**src/rtl/strand_decoder.sv**
```systemverilog
// Receive side of the single-wire NRZ LED strand protocol: measures high-pulse
// widths, shifts GRB bits MSB-first, and strobes pixels, frame end and errors.
module strand_decoder #(
    parameter int NUM_LEDS             = 10,
    parameter int BIT_THRESHOLD_CYCLES = 60,
    parameter int MIN_HIGH_CYCLES      = 20,
    parameter int MAX_HIGH_CYCLES      = 110,
    parameter int RESET_CYCLES         = 5000,
    localparam int IW = (NUM_LEDS > 1) ? $clog2(NUM_LEDS) : 1
) (
    input  logic          clk_in,
    input  logic          rst_in,
    input  logic          strand_in,
    output logic [7:0]    green_out,
    output logic [7:0]    red_out,
    output logic [7:0]    blue_out,
    output logic [IW-1:0] led_index_out,
    output logic          pixel_valid_out,
    output logic          frame_done_out,
    output logic          error_out
);
    localparam int PW   = $clog2(NUM_LEDS + 1);
    localparam int CMAX = (RESET_CYCLES > MAX_HIGH_CYCLES + 1) ? RESET_CYCLES : MAX_HIGH_CYCLES + 1;
    localparam int CW   = $clog2(CMAX + 1);

    localparam logic [CW-1:0] ONE    = CW'(1);
    localparam logic [CW-1:0] RST_C  = CW'(RESET_CYCLES);
    localparam logic [CW-1:0] RST_M1 = CW'(RESET_CYCLES - 1);
    localparam logic [CW-1:0] THR_C  = CW'(BIT_THRESHOLD_CYCLES);
    localparam logic [CW-1:0] MINH_C = CW'(MIN_HIGH_CYCLES);
    localparam logic [CW-1:0] MAXH_C = CW'(MAX_HIGH_CYCLES);
    localparam logic [PW-1:0] NUM_C  = PW'(NUM_LEDS);
    localparam logic [PW-1:0] PONE   = PW'(1);

    typedef enum logic [1:0] {SYNC, LOW, HIGH} state_t;

    state_t        state;
    logic          s1, s;
    logic [CW-1:0] low_cnt, high_cnt;
    logic [4:0]    bit_cnt;
    logic [PW-1:0] pix_cnt;
    logic [23:0]   shreg;
    logic [23:0]   sh_next;

    assign sh_next = {shreg[22:0], high_cnt >= THR_C};

    always_ff @(posedge clk_in or posedge rst_in) begin
        if (rst_in) begin
            state           <= SYNC;
            s1              <= 1'b0;
            s               <= 1'b0;
            low_cnt         <= '0;
            high_cnt        <= '0;
            bit_cnt         <= '0;
            pix_cnt         <= '0;
            shreg           <= '0;
            green_out       <= '0;
            red_out         <= '0;
            blue_out        <= '0;
            led_index_out   <= '0;
            pixel_valid_out <= 1'b0;
            frame_done_out  <= 1'b0;
            error_out       <= 1'b0;
        end else begin
            s1              <= strand_in;
            s               <= s1;
            pixel_valid_out <= 1'b0;
            frame_done_out  <= 1'b0;
            error_out       <= 1'b0;
            case (state)
                SYNC: begin
                    if (s) begin
                        low_cnt <= '0;
                    end else if (low_cnt != RST_C) begin
                        low_cnt <= low_cnt + ONE;
                        if (low_cnt == RST_M1) begin
                            state   <= LOW;
                            bit_cnt <= '0;
                            pix_cnt <= '0;
                        end
                    end
                end
                LOW: begin
                    if (s) begin
                        state    <= HIGH;
                        high_cnt <= ONE;
                        low_cnt  <= '0;
                    end else if (low_cnt != RST_C) begin
                        // Saturation at RST_C keeps the latch event to one per low period.
                        low_cnt <= low_cnt + ONE;
                        if (low_cnt == RST_M1 && (bit_cnt != '0 || pix_cnt != '0)) begin
                            frame_done_out <= 1'b1;
                            error_out      <= (bit_cnt != '0);
                            bit_cnt        <= '0;
                            pix_cnt        <= '0;
                        end
                    end
                end
                HIGH: begin
                    if (s) begin
                        if (high_cnt >= MAXH_C) begin
                            error_out <= 1'b1;
                            state     <= SYNC;
                            low_cnt   <= '0;
                        end else begin
                            high_cnt <= high_cnt + ONE;
                        end
                    end else if (high_cnt < MINH_C) begin
                        error_out <= 1'b1;
                        state     <= SYNC;
                        low_cnt   <= '0;
                    end else begin
                        shreg   <= sh_next;
                        state   <= LOW;
                        low_cnt <= ONE;
                        if (bit_cnt == 5'd23) begin
                            bit_cnt <= '0;
                            if (pix_cnt < NUM_C) begin
                                green_out       <= sh_next[23:16];
                                red_out         <= sh_next[15:8];
                                blue_out        <= sh_next[7:0];
                                led_index_out   <= IW'(pix_cnt);
                                pixel_valid_out <= 1'b1;
                                pix_cnt         <= pix_cnt + PONE;
                            end else begin
                                error_out <= 1'b1;
                                pix_cnt   <= NUM_C;
                            end
                        end else begin
                            bit_cnt <= bit_cnt + 5'd1;
                        end
                    end
                end
                default: state <= SYNC;
            endcase
        end
    end
endmodule

```
**config.mk**
```make
export PLATFORM = sky130hd
export DESIGN_NAME = strand_decoder
export DESIGN_NICKNAME = d
export VERILOG_FILES = /design/src/rtl/strand_decoder.sv
export SDC_FILE = /design/constraint.sdc
export NUM_CORES = 1
export LEC_CHECK = 0
export ABC_AREA = 0
export CAP_MARGIN = 20
export CORE_UTILIZATION = 58
export DETAILED_ROUTE_END_ITERATION = 10
export DONT_BUFFER_PORTS = 1
export GPL_ROUTABILITY_DRIVEN = 0
export PLACE_DENSITY = 0.74
export SYNTH_ARGS = -nofsm -noshare
export SYNTH_HDL_FRONTEND = slang
export SYNTH_SLANG_ARGS = --single-unit
```
**constraint.sdc**
```tcl
create_clock -name clk_in -period 3.4 [get_ports clk_in]
set_input_delay 0.34 -clock clk_in [delete_from_list [all_inputs] [get_ports clk_in]]
set_output_delay 0.34 -clock clk_in [all_outputs]
set_load 0.01 [all_outputs]
```
# --- Yosys cells after proc, flatten, opt, wreduce, memory -nomap -nowiden ---
# Index checks and enable logic that the tools add are counted.
word_totals:
  regBits: 93
  inputBits: 3
  elab_cells: 117
classes:
  add_sub_neg: 4
  order_cmp: 4
  eq_ne: 19
  muxes: 57
  bitwise_logic: 2
  reduce_logical: 16
op_table:
  columns: ["cell", "count"]
  rows:
  - ["$mux 13", 7]
  - ["$pmux 13 s2", 2]
  - ["$mux 5", 9]
  - ["$mux 4", 10]
  - ["$add 13x1->13 const B", 2]
  - ["$ne 2x2->1 const B", 12]
  - ["$mux 1", 19]
  - ["$pmux 5 s3", 1]
  - ["$eq 13x13->1 const B", 1]
  - ["$ge 13x6->1 const B", 1]
  - ["$ge 13x7->1 const B", 1]
  - ["$lt 13x5->1 const B", 1]
  - ["$ne 13x13->1 const B", 1]
  - ["$mux 2", 6]
  - ["$pmux 4 s3", 1]
  - ["$reduce_and 10->1", 1]
  - ["$reduce_and 5->1", 2]
  - ["$reduce_and 9->1", 1]
  - ["$pmux 2 s3", 1]
  - ["$reduce_and 3->1", 2]
  - ["$add 5x1->5 const B", 1]
  - ["$eq 5x5->1 const B", 1]
  - ["$reduce_bool 5->1", 1]
  - ["$add 4x1->4 const B", 1]
  - ["15 further kinds", 17]

# --- Logic depth before layout (Yosys ltp) ---
# Gate-level depths: netlist of run 1.
logic_depth:
  word_depth: 7
  mapped_depth: 9

# --- Worst setup path before layout of run 1 ---
# No wires, ideal clock.
synth_timing:
  kind: "register to register"
  start: "register low_cnt[4]"
  end: "register bit_cnt[4]"
  setup_time_ns: 0.104
  t_arrival_ns: 2.228
  required_ns: 3.296
  path_slack_ns: 1.068
  path_stages_with_launch: 7
  path_buffers: 1
  period_less_slack_ns: 2.332
  cell_sequence: "dfrtp_1 -> or4b_4 -> o41a_1 -> a2bb2oi_4 -> or2_1 -> buf_6 -> o41ai_4"
synth_between:
  elab_chain_cells: 4
synth_lines:
  columns: ["item", "line_no", "text"]
  rows:
  - ["start: declaration", "39", "logic [CW-1:0] low_cnt, high_cnt;"]
  - ["start signal: assignment", "75", "low_cnt <= low_cnt + ONE;"]
  - ["start signal: assignment", "90", "low_cnt <= low_cnt + ONE;"]
  - ["$eq 13x13->1", "76, 91", null]
  - ["$logic_and 1x1->1", "91", "if (low_cnt == RST_M1 && (bit_cnt != '0 || pix_cnt != '0)) begin"]
  - ["$ne 2x2->1 (no source line)", null, null]
  - ["$reduce_and 9->1 (no source line) (*)", null, null]
  - ["end signal: assignment", "130", "bit_cnt <= bit_cnt + 5'd1;"]
  - ["end: declaration", "40", "logic [4:0] bit_cnt;"]
# Mark *: on every way between the ends. The rest lies on a longest branch, timed or not.
# A chain may end at the register's enable or synchronous reset.

# --- Worst setup path in the final report of run 1 ---
layout_timing:
  start: "register bit_cnt[0]"
  end: "register bit_cnt[4]"
layout_between:
  elab_chain_cells: 5
layout_lines:
  columns: ["item", "line_no"]
  rows:
  - ["$add 5x1->5 (tied with other cells)", "130"]
  - ["$mux 5 / $logic_or 1x1->1 (equally long branches)", "116, 91"]
  - ["$mux 5 / $logic_and 1x1->1 (equally long branches)", "108, 91"]
  - ["$mux 5 / $ne 2x2->1 (equally long branches)", null]
  - ["$pmux 5 s3 / $reduce_and 9->1 (equally long branches)", null]
# Parallel ways exist; a longest one is shown, timed or not. The select of a mux whose other input is x is not followed.

==> results of run 1 <==
## per-stage QoR
step / util [%] / worst slack, ns / std cells / hold slack [ns] / cell area [sq um]
2_1_floorplan: - / 0.640 / 368 / 0.331 / 4360
3_3_place_gp: 61.3 / 0.789 / 456 / 0.239 / 4450
3_5_place_dp: 61.3 / 0.735 / 456 / 0.239 / 4450
4_1_cts: 64.5 / 0.728 / 474 / 0.387 / 4680
5_1_grt: 64.5 / 0.577 / 474 / 0.395 / 4680
6_report: 64.5 / 0.712 / 474 / 0.383 / 4680
## registers in the layout, summed over array words and instances (netlist names)
register	flops
blue_out	8
green_out	8
bit_cnt	5
pix_cnt	4
s	1
state	2
frame_done_out	1
led_index_out	4
red_out	8
error_out	1
high_cnt	13
pixel_valid_out	1
low_cnt	13
shreg	23
s1	1
## how the worst max path moves through the flow
stage,end,from,cells after the start,slack [ns]
2_1_floorplan,bit_cnt[0],rst_in,1,0.64
3_3_place_gp,bit_cnt[4],bit_cnt[0],7,0.79
3_5_place_dp,bit_cnt[4],bit_cnt[0],7,0.74
4_1_cts,bit_cnt[3],bit_cnt[0],7,0.73
5_1_grt,pix_cnt[1],bit_cnt[0],7,0.58
6_report,bit_cnt[4],bit_cnt[0],7,0.71
## cell families after synthesis
family | share of synthesized area, %
AO/OA/AOI/OAI | 13.0
XOR/XNOR | 0.603
adder cells (fa/ha/maj) | 3.45
buffers and inverters | 3.07
flip-flops | 53.4
multiplexers | 13.2
AND/OR/NAND/NOR | 13.3
## synthesized netlist by cell type (3+ instances only)
library cell	count	area share (%)
sky130_fd_sc_hd__ha_1	12	3.4
sky130_fd_sc_hd__buf_2	5	0.57
sky130_fd_sc_hd__nor3_1	6	0.69
sky130_fd_sc_hd__nand2_1	31	2.7
sky130_fd_sc_hd__o41ai_1	5	1.0
sky130_fd_sc_hd__o21ai_0	18	2.1
sky130_fd_sc_hd__a21oi_1	6	0.69
sky130_fd_sc_hd__nor2_1	16	1.4
sky130_fd_sc_hd__clkbuf_1	7	0.60
sky130_fd_sc_hd__dfrtp_1	93	53
sky130_fd_sc_hd__o31ai_1	6	1.0
sky130_fd_sc_hd__a31oi_1	5	0.72
sky130_fd_sc_hd__nand4_1	5	0.72
sky130_fd_sc_hd__or3_1	3	0.43
sky130_fd_sc_hd__o41ai_2	4	1.5
sky130_fd_sc_hd__a22o_1	4	0.80
sky130_fd_sc_hd__and3_1	3	0.43
sky130_fd_sc_hd__nand3_1	13	1.5
sky130_fd_sc_hd__and2_1	7	1.0
sky130_fd_sc_hd__mux2_2	50	13
sky130_fd_sc_hd__nand2b_1	4	0.57
sky130_fd_sc_hd__nor4_1	4	0.57
sky130_fd_sc_hd__inv_1	15	1.3
## worst reg2reg max path: cells and delay by family, from the launching register on
family                   cells  cell delay (ns)
AO/OA/AOI/OAI                2             0.42
adder cells (fa/ha/maj)      1             0.13
flip-flops                   1             0.46
AND/OR/NAND/NOR              3             1.47
buffers and inverters        1             0.09
## report_power, final
group | total, mW | switching, mW | internal (mW)
clock network | 0.782 | 0.407 | 0.375
registers | 1.11 | 0.00569 | 1.11
logic | 0.0422 | 0.0325 | 0.00973
## area by class of cell
class,instances,share of cell area (%)
inverter,17,1.39
tap,99,2.65
sequential,93,49.7
clock buffer,10,2.94
timing repair buffer,5,1.18
multi-input combinational,244,40.5
clock inverter,6,1.60
## metal layers
layer	wire, microns	global-route usage [%]
met1	3890	32.4
met2	3620	32.7
met3	399	5.69
met4	112	7.62
met5	0	0
==> flow_summary.html, run 1 <==
<table>
<tr><th>Metric</th><th>Value</th></tr>
<tr><th colspan="2">Status</th></tr>
<tr><td>Status</td><td>finished clean</td></tr>
<tr><th colspan="2">Global route</th></tr>
<tr><td>Largest net degree at the start of global routing</td><td>between 70 and 80</td></tr>
<tr><td>GRT Total Usage</td><td>22.3%</td></tr>
<tr><td>Global-route wire length before repair</td><td>between 10 and 15 mm</td></tr>
<tr><td>Remaining global-route overflow</td><td>0</td></tr>
<tr><td>Via count of the first global-routing pass</td><td>around 2600</td></tr>
<tr><td>Antenna violations before repair</td><td>0</td></tr>
<tr><th colspan="2">Drt</th></tr>
<tr><td>DRC errors left</td><td>0</td></tr>
<tr><td>Pre-antenna DRT Iters</td><td>4</td></tr>
<tr><td>First DRT Iteration DRCs</td><td>approximately 160</td></tr>
<tr><td>Routed wire length</td><td>roughly 8 mm</td></tr>
<tr><td>Routed via count</td><td>roughly 2800</td></tr>
<tr><td>Drt wl/cell</td><td>roughly 17 microns</td></tr>
<tr><td>DRT antenna net count</td><td>0</td></tr>
<tr><td>Number of vias per cell after detailed routing</td><td>about 6</td></tr>
<tr><th colspan="2">Worst setup path</th></tr>
<tr><td>Crit-path max FO</td><td>10</td></tr>
<tr><td>CP cell instances</td><td>inv_1 -&gt; ha_1 -&gt; or4b_1 -&gt; or4b_4 -&gt; a2bb2oi_4 -&gt; or2_1 -&gt; o41ai_4</td></tr>
<tr><td>Crit path arrival time</td><td>just under 3 ns</td></tr>
<tr><td>Startpoint-to-endpoint class of the critical path</td><td>register to register</td></tr>
<tr><td>Critical path buffers and inverters</td><td>1</td></tr>
<tr><td>Logic depth of the worst register-to-register path</td><td>7</td></tr>
<tr><td>Required time of the critical path</td><td>approximately 3.6 ns</td></tr>
<tr><td>Element type at the critical path start</td><td>register</td></tr>
<tr><td>Capturing element type of the critical path</td><td>register</td></tr>
<tr><td>Crit path largest cell delay</td><td>0.56 ns</td></tr>
<tr><td>Endpoint of the most critical register-to-register path</td><td>bit_cnt[4]</td></tr>
<tr><td>Kind of cell adding the most delay to the critical path</td><td>simple AND/OR/NAND/NOR gates</td></tr>
<tr><td>R2R Path Start</td><td>bit_cnt[0]</td></tr>
<tr><td>Cell with the largest stage delay on the worst path</td><td>sky130_fd_sc_hd__or4b_4</td></tr>
<tr><td>Reg-to-reg slack, setup</td><td>just over 0.7 ns</td></tr>
<tr><th colspan="2">Worst hold path</th></tr>
<tr><td>Launch instance of the worst min-delay path</td><td>s1</td></tr>
<tr><td>Worst Hold Depth</td><td>0</td></tr>
<tr><td>Worst hold path class</td><td>register to register</td></tr>
<tr><td>End point of the most critical hold path</td><td>s</td></tr>
<tr><th colspan="2">Floorplan</th></tr>
<tr><td>Chip height</td><td>between 80 and 90 microns</td></tr>
<tr><td>Starting Density</td><td>60.1%</td></tr>
<tr><td>Core region area</td><td>a little over 0.007 sq mm</td></tr>
<tr><td>Die Span X</td><td>around 89 microns</td></tr>
<tr><td>Number of I/O pins</td><td>34</td></tr>
<tr><td>Std cell rows</td><td>31</td></tr>
<tr><td>Die Area</td><td>0.00786 sq mm</td></tr>
<tr><th colspan="2">Clock tree</th></tr>
<tr><td>Number of buffers added by the clock tree synthesis step</td><td>9</td></tr>
<tr><td>Hold-fix buffers at CTS</td><td>2</td></tr>
<tr><td>CTS-repair resized insts</td><td>0</td></tr>
<tr><td>TritonCTS clock tree</td><td>yes</td></tr>
<tr><td>Clock-pin slew reported for the worst setup and hold paths after clock tree synthesis</td><td>about 0.10 ns</td></tr>
<tr><td>Maximum number of buffers from clock root to sink</td><td>2</td></tr>
<tr><td>Total setup buffers inserted after CTS</td><td>0</td></tr>
<tr><td>Clock net sink count</td><td>between 90 and 100</td></tr>
<tr><td>Worst-Skew Late Latency</td><td>between 0.3 and 0.4 ns</td></tr>
<tr><td>Clock root buffer</td><td>sky130_fd_sc_hd__clkbuf_8</td></tr>
<tr><td>H-tree Lvls</td><td>3</td></tr>
<tr><th colspan="2">Yosys</th></tr>
<tr><td>Sequential fraction of the synthesis area</td><td>a little over half</td></tr>
<tr><td>Async S/R FF share, synth</td><td>100%</td></tr>
<tr><td>Post-synthesis net count</td><td>about 380</td></tr>
<tr><td>Leading register cell type out of synthesis</td><td>sky130_fd_sc_hd__dfrtp_1</td></tr>
<tr><td>Distinct cell type count of the synthesized netlist</td><td>56</td></tr>
<tr><td>Average cell area after synthesis</td><td>about 12 sq um</td></tr>
<tr><td>Syn Std Cell Area</td><td>between 0.004 and 0.005 sq mm</td></tr>
<tr><td>Count of state elements after synthesis</td><td>a little over 90</td></tr>
<tr><td>Post-Synthesis Cells</td><td>approximately 370</td></tr>
<tr><td>Post-synth EDFFs</td><td>0</td></tr>
<tr><td>Count of yosys warnings during synthesis</td><td>0</td></tr>
<tr><th colspan="2">Power and ir drop</th></tr>
<tr><td>Leakage dissipation</td><td>~2.2 nW</td></tr>
<tr><td>Highest ir drop seen on vdd</td><td>about 320 uV</td></tr>
<tr><td>Final total power</td><td>approximately 1.9 mW</td></tr>
<tr><td>Ratio of total power to cell area</td><td>around 410 mW/mm^2</td></tr>
<tr><th colspan="2">STA</th></tr>
<tr><td>Fmax</td><td>372 MHz</td></tr>
<tr><td>Setup Total Neg Slack</td><td>0 ns</td></tr>
<tr><td>RSZ-0062 raised after global routing</td><td>no</td></tr>
<tr><td>Actual transition at the worst max-transition pin</td><td>0.751 ns</td></tr>
<tr><td>Maximum clock skew at final layout</td><td>0.00972 ns</td></tr>
<tr><td>Final Hold Violating Endpoints</td><td>0</td></tr>
<tr><td>Minimum period implied by the final worst setup slack</td><td>roughly 2.7 ns</td></tr>
<tr><td>Final setup violation count</td><td>0</td></tr>
<tr><td>Remaining max-slew budget at the tightest pin</td><td>between 40% and 50%</td></tr>
<tr><td>Max Transition Viols Final</td><td>0</td></tr>
<tr><td>Final period util</td><td>between 70% and 80%</td></tr>
<tr><th colspan="2">Cells and area</th></tr>
<tr><td>Post-layout net count</td><td>385</td></tr>
<tr><td>Layout overhead on the synthesized area</td><td>7.41%</td></tr>
<tr><td>Most common library cell in the layout ignoring fill and taps</td><td>sky130_fd_sc_hd__dfrtp_1</td></tr>
<tr><td>Total inserted antenna cells</td><td>0</td></tr>
<tr><td>Storage element area</td><td>0.00233 sq mm</td></tr>
<tr><td>Share of final-layout standard cells stronger than drive strength 1</td><td>22.4%</td></tr>
<tr><td>Highest-count cells in the layout ignoring fill and taps</td><td>sky130_fd_sc_hd__dfrtp_1, sky130_fd_sc_hd__mux2_2, sky130_fd_sc_hd__nand2_1</td></tr>
<tr><td># fillers</td><td>between 500 and 600</td></tr>
<tr><td>Area taken by multi-input logic gates</td><td>between 0.0015 and 0.002 sq mm</td></tr>
<tr><th colspan="2">Job</th></tr>
<tr><td>Number of max-capacitance violations reported</td><td>0</td></tr>
<tr><th colspan="2">Placed design</th></tr>
<tr><td>Number of I/O port buffers</td><td>0</td></tr>
<tr><td>DPL Wire Length</td><td>around 5.3 mm</td></tr>
</table>
(Power assumes the default switching activity.)
==> run 2: changes to the inputs <==
--- a/config.mk
+++ b/config.mk
@@ -7,11 +7,11 @@
 export LEC_CHECK = 0
 export ABC_AREA = 0
 export CAP_MARGIN = 20
-export CORE_UTILIZATION = 58
+export CORE_UTILIZATION = 57
 export DETAILED_ROUTE_END_ITERATION = 10
 export DONT_BUFFER_PORTS = 1
 export GPL_ROUTABILITY_DRIVEN = 0
-export PLACE_DENSITY = 0.74
+export PLACE_DENSITY = 0.75
 export SYNTH_ARGS = -nofsm -noshare
 export SYNTH_HDL_FRONTEND = slang
 export SYNTH_SLANG_ARGS = --single-unit
==> constraint.sdc (replaced) <==
create_clock -name clk_in -period 2.2 [get_ports clk_in]
set_input_delay 0.22 -clock clk_in [delete_from_list [all_inputs] [get_ports clk_in]]
set_output_delay 0.22 -clock clk_in [all_outputs]
set_load 0.01 [all_outputs]
==> run 2 against run 1 <==
Net effect:
- the run now ends with negative setup slack left
- critical path type unchanged
- combinational power increased by 81%
- non-clock buffer count increased by 41
- largest cell class unchanged
- sequential share of layout area down 4.0 points
- via count rose by 8.9%
- clock-buffer cell count decreased by 1
- clock power is 60% higher
- die area is 1.7% higher
- sequential cell count stayed put
- largest power group unchanged
- register-to-register slack worse by 0.81 ns
==> flow_summary.html, run 2 (synthesis gave the netlist of run 1 again) <==
<table>
<tr><th>Metric</th><th>Value</th></tr>
<tr><th colspan="2">Status</th></tr>
<tr><td>Status</td><td>finished with violations</td></tr>
<tr><td>Violated checks</td><td>negative setup slack</td></tr>
<tr><th colspan="2">Job</th></tr>
<tr><td>Number of max-capacitance violations reported</td><td>0 (unchanged)</td></tr>
<tr><th colspan="2">Drt</th></tr>
<tr><td>Pre-antenna DRT Iters</td><td>4 (unchanged)</td></tr>
<tr><td>Number of vias per cell after detailed routing</td><td>5.95 (+0.21%)</td></tr>
<tr><td>DRT antenna net count</td><td>0 (unchanged)</td></tr>
<tr><td>Routed via count</td><td>3065 (+8.9%)</td></tr>
<tr><td>Drt wl/cell</td><td>17.1 microns (+1.1%)</td></tr>
<tr><td>First DRT Iteration DRCs</td><td>173 (+11%)</td></tr>
<tr><td>Routed wire length</td><td>8.81 mm (+9.9%)</td></tr>
<tr><td>DRC errors left</td><td>0 (unchanged)</td></tr>
<tr><th colspan="2">Worst hold path</th></tr>
<tr><td>Worst hold path class</td><td>register to register</td></tr>
<tr><td>Launch instance of the worst min-delay path</td><td>s1</td></tr>
<tr><td>Worst Hold Depth</td><td>0 (unchanged)</td></tr>
<tr><td>End point of the most critical hold path</td><td>s</td></tr>
<tr><th colspan="2">Worst setup path</th></tr>
<tr><td>Capturing element type of the critical path</td><td>register</td></tr>
<tr><td>Startpoint-to-endpoint class of the critical path</td><td>register to register</td></tr>
<tr><td>R2R Path Start</td><td>low_cnt[4]</td></tr>
<tr><td>Cell with the largest stage delay on the worst path</td><td>sky130_fd_sc_hd__or4b_4</td></tr>
<tr><td>CP cell instances</td><td>or4b_4 -&gt; o41a_1 -&gt; a2bb2oi_4 -&gt; or2_4 -&gt; buf_6 -&gt; o41ai_2</td></tr>
<tr><td>Start point of the critical path</td><td>low_cnt[4]</td></tr>
<tr><td>Element type at the critical path start</td><td>register</td></tr>
<tr><td>Reg-to-reg slack, setup</td><td>-0.1 ns (-0.81 ns)</td></tr>
<tr><td>Required time of the critical path</td><td>2.45 ns (-1.18 ns)</td></tr>
<tr><td>Crit-path max FO</td><td>7 (-3)</td></tr>
<tr><td>Crit path arrival time</td><td>2.55 ns (-0.37 ns)</td></tr>
<tr><td>Crit path largest cell delay</td><td>0.55 ns (about the same)</td></tr>
<tr><td>Logic depth of the worst register-to-register path</td><td>6 (-1)</td></tr>
<tr><td>Endpoint of the most critical register-to-register path</td><td>bit_cnt[0]</td></tr>
<tr><th colspan="2">Cells and area</th></tr>
<tr><td>Storage element area</td><td>0.00233 sq mm (unchanged)</td></tr>
<tr><td>Layout overhead on the synthesized area</td><td>16.9%</td></tr>
<tr><td>Highest-count cells in the layout ignoring fill and taps</td><td>sky130_fd_sc_hd__dfrtp_1, sky130_fd_sc_hd__mux2_2, sky130_fd_sc_hd__buf_4</td></tr>
<tr><td>Largest register FFs</td><td>23 (unchanged)</td></tr>
<tr><td>Total inserted antenna cells</td><td>0 (unchanged)</td></tr>
<tr><td># fillers</td><td>509 (-12%)</td></tr>
<tr><td>Post-layout net count</td><td>426 (+11%)</td></tr>
<tr><td>Share of final-layout standard cells stronger than drive strength 1</td><td>33.4% (+11 points)</td></tr>
<tr><td>Non-filler cells, final</td><td>515 (+8.6%)</td></tr>
<tr><td>Final Instance Area</td><td>0.00509 sq mm (+8.8%)</td></tr>
<tr><td>Most common library cell in the layout ignoring fill and taps</td><td>sky130_fd_sc_hd__dfrtp_1</td></tr>
<tr><td>Area taken by multi-input logic gates</td><td>0.00196 sq mm (+3.3%)</td></tr>
<tr><td>Registers with the most flip-flops</td><td>shreg x23, high_cnt x13, low_cnt x13</td></tr>
<tr><td>Register containing the most flip-flops in the final layout</td><td>shreg</td></tr>
<tr><th colspan="2">Clock tree</th></tr>
<tr><td>Clock root buffer</td><td>sky130_fd_sc_hd__clkbuf_8</td></tr>
<tr><td>H-tree Lvls</td><td>3 (unchanged)</td></tr>
<tr><td>Maximum number of buffers from clock root to sink</td><td>2 (unchanged)</td></tr>
<tr><td>Clock net sink count</td><td>93 (unchanged)</td></tr>
<tr><td>Worst-Skew Late Latency</td><td>0.36 ns (about the same)</td></tr>
<tr><td>Clock-pin slew reported for the worst setup and hold paths after clock tree synthesis</td><td>0.11 ns (about the same)</td></tr>
<tr><td>TritonCTS clock tree</td><td>yes</td></tr>
<tr><td>Number of buffers added by the clock tree synthesis step</td><td>9 (unchanged)</td></tr>
<tr><th colspan="2">Floorplan</th></tr>
<tr><td>Core region area</td><td>0.00733 sq mm (+1.1%)</td></tr>
<tr><td>Number of I/O pins</td><td>34 (unchanged)</td></tr>
<tr><td>Std cell rows</td><td>31 (unchanged)</td></tr>
<tr><td>Die Span X</td><td>89.4 microns (+0.85%)</td></tr>
<tr><td>Die Area</td><td>0.00800 sq mm (+1.7%)</td></tr>
<tr><td>Starting Density</td><td>59.4% (-0.64 points)</td></tr>
<tr><td>Chip height</td><td>89.4 microns (+0.85%)</td></tr>
<tr><th colspan="2">STA</th></tr>
<tr><td>Remaining max-slew budget at the tightest pin</td><td>64.2% (+15 points)</td></tr>
<tr><td>RSZ-0062 raised after global routing</td><td>yes</td></tr>
<tr><td>Max Transition Viols Final</td><td>0 (unchanged)</td></tr>
<tr><td>Maximum clock skew at final layout</td><td>0.0134 ns (+0.00371 ns)</td></tr>
<tr><td>Fmax</td><td>435 MHz (+17%)</td></tr>
<tr><td>Actual transition at the worst max-transition pin</td><td>0.536 ns (-0.215 ns)</td></tr>
<tr><td>Final setup violation count</td><td>9 (+9)</td></tr>
<tr><td>Final period util</td><td>104% (+25 points)</td></tr>
<tr><td>Final Hold Violating Endpoints</td><td>0 (unchanged)</td></tr>
<tr><td>Least setup slack across all paths after layout</td><td>-0.0974 ns (-0.809 ns)</td></tr>
<tr><td>Minimum period implied by the final worst setup slack</td><td>2.30 ns (-0.391 ns)</td></tr>
<tr><th colspan="2">Placed design</th></tr>
<tr><td>Number of I/O port buffers</td><td>0 (unchanged)</td></tr>
<tr><td>DPL Wire Length</td><td>6.14 mm (+15%)</td></tr>
<tr><td>Placed cell count</td><td>495 (+8.6%)</td></tr>
<tr><td>Total cell area at the placement stage</td><td>0.00476 sq mm (+7.0%)</td></tr>
<tr><th colspan="2">Power and ir drop</th></tr>
<tr><td>Leakage dissipation</td><td>2.46 nW (+9.9%)</td></tr>
<tr><td>Ratio of total power to cell area</td><td>599 mW/mm^2 (+45%)</td></tr>
<tr><td>Final total power</td><td>3.05 mW (+57%)</td></tr>
<tr><td>Highest ir drop seen on vdd</td><td>500 uV (+55%)</td></tr>
<tr><th colspan="2">Global route</th></tr>
<tr><td>Global-route wire length before repair</td><td>14.6 mm (+9.6%)</td></tr>
<tr><td>Via count of the first global-routing pass</td><td>3022 (+14%)</td></tr>
<tr><td>Remaining global-route overflow</td><td>0 (unchanged)</td></tr>
<tr><td>Largest net degree at the start of global routing</td><td>40 (-44%)</td></tr>
<tr><td>Antenna violations before repair</td><td>0 (unchanged)</td></tr>
<tr><td>GRT Total Usage</td><td>24.3% (+2.0 points)</td></tr>
</table>
run 2: cell types whose count changed in the layout (fill, tap and decap cells not counted), moves of 3 or more:
cell | previous run | this run
sky130_fd_sc_hd__o41ai_2 | 4 | 7
sky130_fd_sc_hd__o41ai_1 | 5 | 2
sky130_fd_sc_hd__buf_6 | 0 | 3
sky130_fd_sc_hd__buf_4 | 2 | 39
run 2: final cells by class:
class	count	area share, %
inverter	17	1.38
clock buffer	9	2.43
timing repair buffer	46	7.59
multi-input combinational	244	38.5
tap	99	2.43
clock inverter	7	2.01
sequential	93	45.7
run 2: report_power, final:
part	internal [mW]	switching, mW
Combinational	0.0213	0.0548
Sequential	1.71	0.00825
Clock	0.569	0.685
Total	2.30	0.748
run 2: critical path: cells and delay by family (launching register included):
kind                   cells  cell delay (ns)
AOI/OAI and AO/OA          3             0.87
and+or+nand+nor            2             0.80
DFF                        1             0.39
buffers and inverters      1             0.14
run 2: worst max path at each step:
stage,to,slack (ns),depth (start not counted)
2_1_floorplan,bit_cnt[2],-0.06,8
3_3_place_gp,pix_cnt[1],-0.05,6
3_5_place_dp,bit_cnt[0],-0.11,6
4_1_cts,bit_cnt[0],-0.09,6
5_1_grt,bit_cnt[0],-0.15,6
6_report,bit_cnt[0],-0.1,6
run 2: stage by stage:
stage | util (%) | hold WS, ns | setup slack [ns] | setup TNS, ns
2_1_floorplan | - | 0.251 | -0.0627 | -0.504
3_3_place_gp | 64.9 | 0.159 | -0.0509 | -0.0942
3_5_place_dp | 64.9 | 0.165 | -0.111 | -0.534
4_1_cts | 68.8 | 0.360 | -0.0929 | -0.388
5_1_grt | 69.5 | 0.380 | -0.146 | -1.64
6_report | 69.5 | 0.360 | -0.0974 | -0.430
run 2: metal layers:
| metal | track usage [%] | part of all wire (%) | vias to the layer above |
|---|---|---|---|
| met4 | 8.23 | 1.5 | 0 |
| met2 | 40.2 | 49 | 72 |
| met5 | 0 | 0 | - |
| li1 | - | - | 1439 |
| met1 | 32.1 | 45 | 1542 |
| met3 | 4.89 | 4.3 | 12 |
run 2: repair_timing:
action | in CTS | in global routing
buffers inserted | 1 | 1
hold buffers | 2 | 0
hold endpoints to repair | 23 | 0
gates resized for setup | 6 | 13
pin swaps | 3 | 4
setup endpoints to repair | 9 | 17
==> run 3: changes to the inputs <==
--- a/config.mk
+++ b/config.mk
@@ -12,6 +12,7 @@
 export DONT_BUFFER_PORTS = 1
 export GPL_ROUTABILITY_DRIVEN = 0
 export PLACE_DENSITY = 0.75
+export REMOVE_ABC_BUFFERS = 1
 export SYNTH_ARGS = -nofsm -noshare
 export SYNTH_HDL_FRONTEND = slang
 export SYNTH_SLANG_ARGS = --single-unit
==> run 3 against run 2 <==
Net effect:
- the flow still finishes with violations (negative setup slack)
- critical path type unchanged
- first-iteration DRC count fell by 28%
- clock-buffer cell count did not move
- combinational power rose by 8.8%
- sequential cell count did not move
==> flow_summary.html, run 3 (synthesis gave the netlist of run 1 again) <==
<table>
<tr><th>Metric</th><th>Value</th></tr>
<tr><th colspan="2">Status</th></tr>
<tr><td>Status</td><td>finished with violations</td></tr>
<tr><td>Violated checks</td><td>negative setup slack</td></tr>
<tr><th colspan="2">Clock tree</th></tr>
<tr><td>Clock-pin slew reported for the worst setup and hold paths after clock tree synthesis</td><td>0.10 ns (about the same)</td></tr>
<tr><td>Number of buffers added by the clock tree synthesis step</td><td>9 (unchanged)</td></tr>
<tr><td>Worst-Skew Late Latency</td><td>0.36 ns (about the same)</td></tr>
<tr><td>TritonCTS clock tree</td><td>yes</td></tr>
<tr><td>Maximum number of buffers from clock root to sink</td><td>2 (unchanged)</td></tr>
<tr><td>H-tree Lvls</td><td>3 (unchanged)</td></tr>
<tr><td>Clock net sink count</td><td>93 (unchanged)</td></tr>
<tr><td>Clock root buffer</td><td>sky130_fd_sc_hd__clkbuf_8</td></tr>
<tr><th colspan="2">Worst setup path</th></tr>
<tr><td>Cell with the largest stage delay on the worst path</td><td>sky130_fd_sc_hd__or4b_4</td></tr>
<tr><td>Endpoint of the most critical register-to-register path</td><td>pix_cnt[1]</td></tr>
<tr><td>Crit-path max FO</td><td>5 (-2)</td></tr>
<tr><td>R2R Path Start</td><td>low_cnt[6]</td></tr>
<tr><td>Element type at the critical path start</td><td>register</td></tr>
<tr><td>Capturing element type of the critical path</td><td>register</td></tr>
<tr><td>Required time of the critical path</td><td>2.44 ns (about the same)</td></tr>
<tr><td>Crit path largest cell delay</td><td>0.56 ns (about the same)</td></tr>
<tr><td>Logic depth of the worst register-to-register path</td><td>6 (unchanged)</td></tr>
<tr><td>Startpoint-to-endpoint class of the critical path</td><td>register to register</td></tr>
<tr><td>CP cell instances</td><td>or4b_4 -&gt; o41a_1 -&gt; a2bb2oi_4 -&gt; buf_6 -&gt; o41ai_2 -&gt; o41ai_2</td></tr>
<tr><td>Crit path arrival time</td><td>2.58 ns (+0.03 ns)</td></tr>
<tr><td>Reg-to-reg slack, setup</td><td>-0.14 ns (-0.04 ns)</td></tr>
<tr><td>Cell repeated most along the worst path</td><td>sky130_fd_sc_hd__o41ai_2</td></tr>
<tr><th colspan="2">STA</th></tr>
<tr><td>Final setup violation count</td><td>16 (+7)</td></tr>
<tr><td>Actual transition at the worst max-transition pin</td><td>0.748 ns (+0.212 ns)</td></tr>
<tr><td>Maximum clock skew at final layout</td><td>0.0121 ns (-0.00137 ns)</td></tr>
<tr><td>Setup Total Neg Slack</td><td>-0.718 ns (-0.289 ns)</td></tr>
<tr><td>Least setup slack across all paths after layout</td><td>-0.142 ns (-0.0442 ns)</td></tr>
<tr><td>Final Hold Violating Endpoints</td><td>0 (unchanged)</td></tr>
<tr><td>Max Transition Viols Final</td><td>0 (unchanged)</td></tr>
<tr><td>Minimum period implied by the final worst setup slack</td><td>2.34 ns (+0.0442 ns)</td></tr>
<tr><td>Final period util</td><td>106% (+2.0 points)</td></tr>
<tr><td>Remaining max-slew budget at the tightest pin</td><td>50.1% (-14 points)</td></tr>
<tr><td>RSZ-0062 raised after global routing</td><td>yes</td></tr>
<tr><td>Fmax</td><td>427 MHz (-1.9%)</td></tr>
<tr><th colspan="2">Drt</th></tr>
<tr><td>DRT antenna net count</td><td>0 (unchanged)</td></tr>
<tr><td>Routed via count</td><td>3042 (-0.75%)</td></tr>
<tr><td>Number of vias per cell after detailed routing</td><td>5.91 (-0.75%)</td></tr>
<tr><td>Pre-antenna DRT Iters</td><td>4 (unchanged)</td></tr>
<tr><td>Drt wl/cell</td><td>17.5 microns (+2.3%)</td></tr>
<tr><td>DRC errors left</td><td>0 (unchanged)</td></tr>
<tr><td>Routed wire length</td><td>9.01 mm (+2.3%)</td></tr>
<tr><td>First DRT Iteration DRCs</td><td>124 (-28%)</td></tr>
<tr><th colspan="2">Floorplan</th></tr>
<tr><td>Die Span X</td><td>89.4 microns (unchanged)</td></tr>
<tr><td>Die Area</td><td>0.00800 sq mm (unchanged)</td></tr>
<tr><td>Core region area</td><td>0.00733 sq mm (unchanged)</td></tr>
<tr><td>Chip height</td><td>89.4 microns (unchanged)</td></tr>
<tr><td>Std cell rows</td><td>31 (unchanged)</td></tr>
<tr><td>Starting Density</td><td>59.4% (unchanged)</td></tr>
<tr><td>Number of I/O pins</td><td>34 (unchanged)</td></tr>
<tr><th colspan="2">Cells and area</th></tr>
<tr><td>Share of final-layout standard cells stronger than drive strength 1</td><td>32.5% (-0.96 points)</td></tr>
<tr><td>Highest-count cells in the layout ignoring fill and taps</td><td>sky130_fd_sc_hd__dfrtp_1, sky130_fd_sc_hd__mux2_2, sky130_fd_sc_hd__buf_4</td></tr>
<tr><td>Storage element area</td><td>0.00233 sq mm (unchanged)</td></tr>
<tr><td>Most common library cell in the layout ignoring fill and taps</td><td>sky130_fd_sc_hd__dfrtp_1</td></tr>
<tr><td>Layout overhead on the synthesized area</td><td>17.3%</td></tr>
<tr><td>Largest register FFs</td><td>23 (unchanged)</td></tr>
<tr><td>Post-layout net count</td><td>426 (unchanged)</td></tr>
<tr><td>Register containing the most flip-flops in the final layout</td><td>shreg</td></tr>
<tr><td>Final core utilization</td><td>69.7% (+0.24 points)</td></tr>
<tr><td># fillers</td><td>493 (-3.1%)</td></tr>
<tr><td>Registers with the most flip-flops</td><td>shreg x23, high_cnt x13, low_cnt x13</td></tr>
<tr><td>Area taken by multi-input logic gates</td><td>0.00200 sq mm (+2.2%)</td></tr>
<tr><td>Total inserted antenna cells</td><td>0 (unchanged)</td></tr>
<tr><th colspan="2">Placed design</th></tr>
<tr><td>Placement-stage worst setup slack</td><td>-0.177 ns (-0.0661 ns)</td></tr>
<tr><td>DPL Wire Length</td><td>6.07 mm (-1.1%)</td></tr>
<tr><td>Number of I/O port buffers</td><td>0 (unchanged)</td></tr>
<tr><th colspan="2">Worst hold path</th></tr>
<tr><td>Launch instance of the worst min-delay path</td><td>s1</td></tr>
<tr><td>Worst Hold Depth</td><td>0 (unchanged)</td></tr>
<tr><td>Worst hold path class</td><td>register to register</td></tr>
<tr><td>End point of the most critical hold path</td><td>s</td></tr>
<tr><th colspan="2">Global route</th></tr>
<tr><td>GRT Total Usage</td><td>24.6% (+0.35 points)</td></tr>
<tr><td>Largest net degree at the start of global routing</td><td>43 (+7.5%)</td></tr>
<tr><td>Antenna violations before repair</td><td>0 (unchanged)</td></tr>
<tr><td>Global-route wire length before repair</td><td>14.8 mm (+1.8%)</td></tr>
<tr><td>Remaining global-route overflow</td><td>0 (unchanged)</td></tr>
<tr><td>Via count of the first global-routing pass</td><td>3084 (+2.1%)</td></tr>
<tr><th colspan="2">Job</th></tr>
<tr><td>Number of max-capacitance violations reported</td><td>0 (unchanged)</td></tr>
<tr><th colspan="2">Power and ir drop</th></tr>
<tr><td>Clock group share of total power</td><td>37.8% (-3.3 points)</td></tr>
<tr><td>Total net switching power</td><td>720 uW (-3.8%)</td></tr>
<tr><td>Combinational Power Share</td><td>2.9% (+0.4 points)</td></tr>
<tr><td>Ratio of total power to cell area</td><td>567 mW/mm^2 (-5.4%)</td></tr>
<tr><td>Switching Share</td><td>24.9% (+0.34 points)</td></tr>
<tr><td>Leakage dissipation</td><td>2.49 nW (+1.4%)</td></tr>
<tr><td>Power share of the sequential group</td><td>59.4% (+3.0 points)</td></tr>
<tr><td>Internal</td><td>2.18 mW (-5.5%)</td></tr>
<tr><td>Highest ir drop seen on vdd</td><td>387 uV (-23%)</td></tr>
</table>
run 3: worst max-delay path: cells and delay by family, from the launching register on:
| kind | cells | cell delay, ns |
|---|---|---|
| buffers and inverters | 1 | 0.13 |
| flip-flops | 1 | 0.39 |
| AO/OA/AOI/OAI | 4 | 1.13 |
| AND/OR/NAND/NOR | 1 | 0.56 |
run 3: final cells by class:
cell class,instances,share of cell area (%)
clock buffers,9,2.42
clock inverters,7,1.22
flip-flops and latches,93,45.5
well taps,99,2.42
repair buffers,46,7.88
inverters,17,1.32
multi-input cells,244,39.2
run 3: metrics by stage:
| stage | std cells | hold slack, ns | instance area (sq um) | power (mW) |
|---|---|---|---|---|
| 5_1_grt | 515 | 0.375 | 5110 | 3.01 |
| 3_5_place_dp | 493 | 0.249 | 4750 | 1.83 |
| 6_report | 515 | 0.353 | 5110 | 2.90 |
| 3_3_place_gp | 493 | 0.245 | 4750 | 1.83 |
| 4_1_cts | 513 | 0.355 | 5040 | 2.93 |
| 2_1_floorplan | 354 | 0.251 | 4290 | 1.80 |
run 3: how the worst max path moves through the flow:
| stage | startpoint | end | slack [ns] | depth (start not counted) |
|---|---|---|---|---|
| floorplan | rst_in | bit_cnt[0] | -0.44 | 1 |
| global placement | low_cnt[4] | bit_cnt[2] | -0.09 | 6 |
| detailed placement | low_cnt[4] | bit_cnt[3] | -0.18 | 6 |
| CTS | low_cnt[6] | bit_cnt[4] | -0.04 | 6 |
| global route | low_cnt[6] | pix_cnt[1] | -0.21 | 6 |
| finish | low_cnt[6] | pix_cnt[1] | -0.14 | 6 |
run 3: routing by layer:
layer | track usage (%) | share of wire, % | routed length [microns] | vias to the layer above
li1 | - | - | - | 1440
met1 | 32.4 | 44 | 3970 | 1536
met2 | 40.1 | 50 | 4530 | 55
met3 | 4.80 | 4.2 | 380 | 11
met4 | 10.7 | 1.4 | 126 | 0
met5 | 0 | 0 | 0 | -
run 3: what timing repair did:
item / 4_1_cts / 5_1_grt
setup buffers: 2 / 2
hold buffers: 2 / 0
gates cloned: 0 / 0
hold endpoints to repair: 41 / 0
endpoints found under the setup margin: 9 / 22
gates resized for setup: 11 / 10
pin swaps: 6 / 6
run 3: power groups by stage:
stage	Sequential [mW]	Combinational (mW)	Clock, mW
after floorplan	1.75	0.0451	0
after global placement	1.75	0.0777	0
after detailed placement	1.75	0.0788	0
after CTS	1.72	0.0838	1.12
after global routing	1.72	0.0960	1.19
final	1.72	0.0829	1.09
